<file path="src/rtl/uart_tx_buffered.sv">
// FIFO-fed UART transmitter: LSB-first payload framed by a start bit and STOP_BITS stop bits, frames back-to-back with no idle gap.
// Define UART_TX_PARITY_EN to insert an odd-parity bit between the payload and the stop bits.
module uart_tx_buffered #(
    parameter int WIDTH        = 64,
    parameter int FIFO_DEPTH   = 4,
    parameter int CLKS_PER_BIT = 1,
    parameter int STOP_BITS    = 1
) (
    input  logic                          clk,
    input  logic                          reset,
    input  logic                          tx_enable,
    input  logic [WIDTH-1:0]              tx_data,
    input  logic                          ld_tx_data,
    output logic                          ld_ready,
    output logic                          tx_out,
    output logic                          tx_busy,
    output logic [$clog2(FIFO_DEPTH):0]   fifo_count,
    output logic                          tx_overflow
);

    localparam int PW   = $clog2(FIFO_DEPTH);
    localparam int CNTW = PW + 1;
    localparam int CW   = $clog2(WIDTH + 1);

`ifdef UART_TX_PARITY_EN
    typedef enum logic [2:0] {IDLE, START, DATA, PAR, STOP} state_t;
`else
    typedef enum logic [2:0] {IDLE, START, DATA, STOP} state_t;
`endif

    state_t            state;
    logic [WIDTH-1:0]  mem [FIFO_DEPTH];
    logic [PW-1:0]     wr_ptr;
    logic [PW-1:0]     rd_ptr;
    logic [WIDTH-1:0]  shift;
    logic [CW-1:0]     bit_cnt;
    logic [7:0]        baud;
`ifdef UART_TX_PARITY_EN
    logic              par_bit;
`endif

    logic push;
    logic pop;
    logic baud_end;
    logic bit_last;
    logic stop_last;
    logic pop_slot;

    assign ld_ready  = (fifo_count != CNTW'(FIFO_DEPTH));
    assign push      = tx_enable && ld_tx_data && ld_ready;
    assign baud_end  = (baud == 8'(CLKS_PER_BIT - 1));
    assign bit_last  = (bit_cnt == CW'(WIDTH - 1));
    assign stop_last = (bit_cnt == CW'(STOP_BITS - 1));
    // A pop is only taken when the line is free: idle, or the final stop-bit cycle.
    assign pop_slot  = (state == IDLE) || ((state == STOP) && baud_end && stop_last);
    assign pop       = tx_enable && (fifo_count != '0) && pop_slot;

    always_ff @(posedge clk) begin
        if (push) begin
            mem[wr_ptr] <= tx_data;
        end
    end

    always_ff @(posedge clk or posedge reset) begin
        if (reset) begin
            state       <= IDLE;
            tx_out      <= 1'b1;
            tx_busy     <= 1'b0;
            tx_overflow <= 1'b0;
            shift       <= '0;
            bit_cnt     <= '0;
            baud        <= '0;
            wr_ptr      <= '0;
            rd_ptr      <= '0;
            fifo_count  <= '0;
`ifdef UART_TX_PARITY_EN
            par_bit     <= 1'b0;
`endif
        end else begin
            tx_overflow <= tx_enable && ld_tx_data && !ld_ready;
            if (tx_enable) begin
                if (push) begin
                    wr_ptr <= wr_ptr + 1'b1;
                end
                if (pop) begin
                    rd_ptr <= rd_ptr + 1'b1;
                end
                fifo_count <= fifo_count + CNTW'(push) - CNTW'(pop);

                if (pop) begin
                    shift   <= mem[rd_ptr];
`ifdef UART_TX_PARITY_EN
                    par_bit <= ~^mem[rd_ptr];
`endif
                    state   <= START;
                    tx_out  <= 1'b0;
                    tx_busy <= 1'b1;
                    baud    <= '0;
                    bit_cnt <= '0;
                end else begin
                    case (state)
                        IDLE: begin
                            tx_out  <= 1'b1;
                            tx_busy <= 1'b0;
                        end
                        START: begin
                            if (baud_end) begin
                                baud    <= '0;
                                bit_cnt <= '0;
                                tx_out  <= shift[0];
                                shift   <= shift >> 1;
                                state   <= DATA;
                            end else begin
                                baud <= baud + 8'd1;
                            end
                        end
                        DATA: begin
                            if (baud_end) begin
                                baud <= '0;
                                if (bit_last) begin
                                    bit_cnt <= '0;
`ifdef UART_TX_PARITY_EN
                                    tx_out  <= par_bit;
                                    state   <= PAR;
`else
                                    tx_out  <= 1'b1;
                                    state   <= STOP;
`endif
                                end else begin
                                    bit_cnt <= bit_cnt + 1'b1;
                                    tx_out  <= shift[0];
                                    shift   <= shift >> 1;
                                end
                            end else begin
                                baud <= baud + 8'd1;
                            end
                        end
`ifdef UART_TX_PARITY_EN
                        PAR: begin
                            if (baud_end) begin
                                baud    <= '0;
                                bit_cnt <= '0;
                                tx_out  <= 1'b1;
                                state   <= STOP;
                            end else begin
                                baud <= baud + 8'd1;
                            end
                        end
`endif
                        STOP: begin
                            if (baud_end) begin
                                baud <= '0;
                                if (stop_last) begin
                                    bit_cnt <= '0;
                                    tx_busy <= 1'b0;
                                    state   <= IDLE;
                                end else begin
                                    bit_cnt <= bit_cnt + 1'b1;
                                end
                            end else begin
                                baud <= baud + 8'd1;
                            end
                        end
                        default: begin
                            state   <= IDLE;
                            tx_out  <= 1'b1;
                            tx_busy <= 1'b0;
                        end
                    endcase
                end
            end
        end
    end

endmodule

</file>
<file path="config.mk">
export PLATFORM = sky130hd
export DESIGN_NAME = uart_tx_buffered
export DESIGN_NICKNAME = d
export VERILOG_FILES = /design/src/rtl/uart_tx_buffered.sv
export SDC_FILE = /design/constraint.sdc
export NUM_CORES = 1
export LEC_CHECK = 0
export ABC_AREA = 1
export CAP_MARGIN = 20
export CORE_MARGIN = 8
export CORE_UTILIZATION = 51
export CTS_BUF_LIST = sky130_fd_sc_hd__clkbuf_4
export DETAILED_ROUTE_END_ITERATION = 16
export PLACE_DENSITY = 0.75
export SLEW_MARGIN = 20
export SYNTH_ARGS = -nofsm -noshare
export SYNTH_HDL_FRONTEND = slang
export SYNTH_SLANG_ARGS = --single-unit
</file>
<file path="constraint.sdc">
create_clock -name clk -period 3.9 [get_ports clk]
set_input_delay 0.78 -clock clk [delete_from_list [all_inputs] [get_ports clk]]
set_output_delay 0.78 -clock clk [all_outputs]
set_load 0.1 [all_outputs]
</file>
==> impl_metrics.json <==
{
  "cts_setup_buffers": 0,
  "finalWorstSetupSlack_ps": 746,
  "insertion_delay_ps": 710,
  "hpwl_mm": 15.9,
  "setup_viol": 0,
  "grt_max_degree": 75,
  "wirelength_mm": 29.9,
  "clkTransAtPathRegs_ps": 70,
  "rows": 61,
  "wl_met1_mm": 13.0,
  "crit_family": "buffers and inverters",
  "fillers": 2222,
  "wl_met3_mm": 1.67,
  "antenna_found_initial": 1,
  "hp-class": "flip-flop to flip-flop",
  "met2_length_mm": 14.7,
  "crit_path_max_incr_delay_ps": 1130,
  "r2r_cells": 14,
  "synth_edf_count": 256,
  "grt_first_pass_wirelength_mm": 48.7,
  "final_area_um2": 16700,
  "core_area_um2": 27700,
  "die_area_um2": 33700,
  "cts-htree-levels": 3,
  "numCtsBuffers": 88,
  "top_layer": "met4",
  "drive_above_1_share_pct": 11.7,
  "max_freq_mhz": 317,
  "start_util_pct": 51.7,
  "p_leak_nw": 6.68,
  "hold_viol": 0,
  "worstPathCellList": "clkdlybuf4s50_1",
  "final_cell_count_no_fill": 1879,
  "synthesis.nets": 1403,
  "gr-total-overflow": 0,
  "cp-start-kind": "flip-flop",
  "drc": 0,
  "ys.warnings.count": 0,
  "crit_type": "flip-flop to output port",
  "io_pins": 75,
  "clock-sinks": 347,
  "run_status": "completed",
  "yosysSeqAreaShare_pct": 69.5,
  "slew_headroom_pct": 35.0,
  "max_cap_viol_count": 0,
  "final_util_pct": 60.2,
  "cts_hold_buf": 0,
  "timing.hold.ws_ps": 472,
  "grt.total_usage_pct": 17.9,
  "worstPathArrival_ps": 2370,
  "post-route-min-period_ps": 3150,
  "cp_data_required_time_ps": 3120,
  "holdPathStages": 2,
  "layout_common_cells": "365 x nand2_1, 256 x edfxtp_1, 155 x nor2_1, 148 x o21ai_0, 128 x clkbuf_4",
  "port_buffers": 74,
  "dieWidth_um": 184,
  "firstDrtPassIters": 6,
  "avgSynthCellArea_um2": 10.9,
  "dp_slack_ps": 968,
  "die_h_um": 184,
  "ant_nets": 0,
  "cts_tree": "done",
  "post-route-period-util_pct": 80.9,
  "dp.cells": 1715,
  "wire_per_inst_um": 15.9,
  "peakVddDrop_mv": 0.451,
  "layout.nets": 1509,
  "worstPathMaxFanout": 2,
  "dpl_cell_area_um2": 15500,
  "path_depth": 1,
  "vias": 10000,
  "crit_path_end_kind": "output port",
  "viasPerCell": 5.33,
  "synthFlopType": "edfxtp_1",
  "gp_congestion": 0.798,
  "path_buf_inv": 1,
  "first_global_vias": 9617,
  "slew_violations": 0,
  "cts-resized-gates": 0,
  "yosysUniqueCellTypes": 30,
  "syn_area_um2": 14300,
  "tightest_slew_ps": 971,
  "power_mw": 11.9,
  "fin_tns_setup_ps": 0,
  "rsz0062_at_grt": "false",
  "syn2layout_area_growth_pct": 16.4,
  "synthCells": 1321,
  "clk_path_buf_depth": 3,
  "first_iter_violations": 878,
  "layout_commonest_cell": "nand2_1",
  "cts_root_buf": "clkbuf_4",
  "synthArstFlopShare_pct": 26.2,
  "synth-seq-cells": 347,
  "powerDensity_nw_per_um2": 712,
  "finClkSkew_ps": 51.2,
  "worst_path_max_delay_cell": "clkdlybuf4s50_1"
}
[sequential cells by signal, summed over array words and instances, names as in the netlist]
signal,cells
rd_ptr,2
tx_overflow,1
tx_out,1
baud,8
state,2
fifo_count,3
bit_cnt,7
shift,64
mem,256
tx_busy,1
wr_ptr,2
[layout make-up]
| cell class | instances | area [um^2] | area share (%) |
|---|---|---|---|
| flip-flops and latches | 347 | 9970 | 59.8 |
| well taps | 378 | 473 | 2.83 |
| repair buffers | 93 | 941 | 5.64 |
| clock inverters | 35 | 223 | 1.33 |
| clock buffers | 128 | 961 | 5.76 |
| inverters | 36 | 140 | 0.840 |
| multi-input cells | 861 | 3970 | 23.8 |
| diodes | 1 | 2.50 | 0.0150 |
[cells in the mapped netlist (2+ instances only)]
library cell,instances,area share (%)
nand4_1,4,0.17
a21oi_1,9,0.31
nor2_1,159,4.2
buf_2,18,0.63
xnor2_1,2,0.12
nor2_2,2,0.087
o21ai_0,148,5.2
ha_1,13,1.1
nand2_1,366,9.6
clkbuf_1,56,1.5
o22ai_1,64,2.8
buf_1,3,0.079
inv_1,34,0.89
nor3b_1,2,0.10
edfxtp_1,256,54
nand3_1,76,2.7
dfrtp_1,90,16
xor2_1,7,0.43
[path summary, 6_finish.rpt]
check,start,endpoint,slack (ps)
min reg2reg,shift[33],shift[33],470
min,shift[33],shift[33],470
max,tx_out,tx_out,750
max in group asynchronous,reset,state[0],2500
min in group asynchronous,reset,bit_cnt[3],590
max reg2reg,bit_cnt[0],shift[58],940
[per-layer routing]
metal  up-vias  GRT usage [%]
met5         -              0
met4         0           5.92
met3        49           4.09
met2       275           29.4
met1      4853           23.3
li1       4833              -
[report_power, final]
group / switching (mW) / internal [mW]
logic: 2.66 / 1.14
clock network: 1.44 / 1.72
registers: 0.323 / 4.58
total: 4.43 / 7.45
[cell families after synthesis]
| group | count (synthesis) | synth area share, % |
|---|---|---|
| AOI/OAI and AO/OA | 226 | 8.65 |
| xor gates and xnor gates | 9 | 0.550 |
| buffers and inverters | 113 | 3.12 |
| adders and majority gates | 14 | 1.27 |
| DFF | 347 | 69.5 |
| and+or+nand+nor | 612 | 16.9 |
No activity file was read; power rests on OpenSTA's default activity.
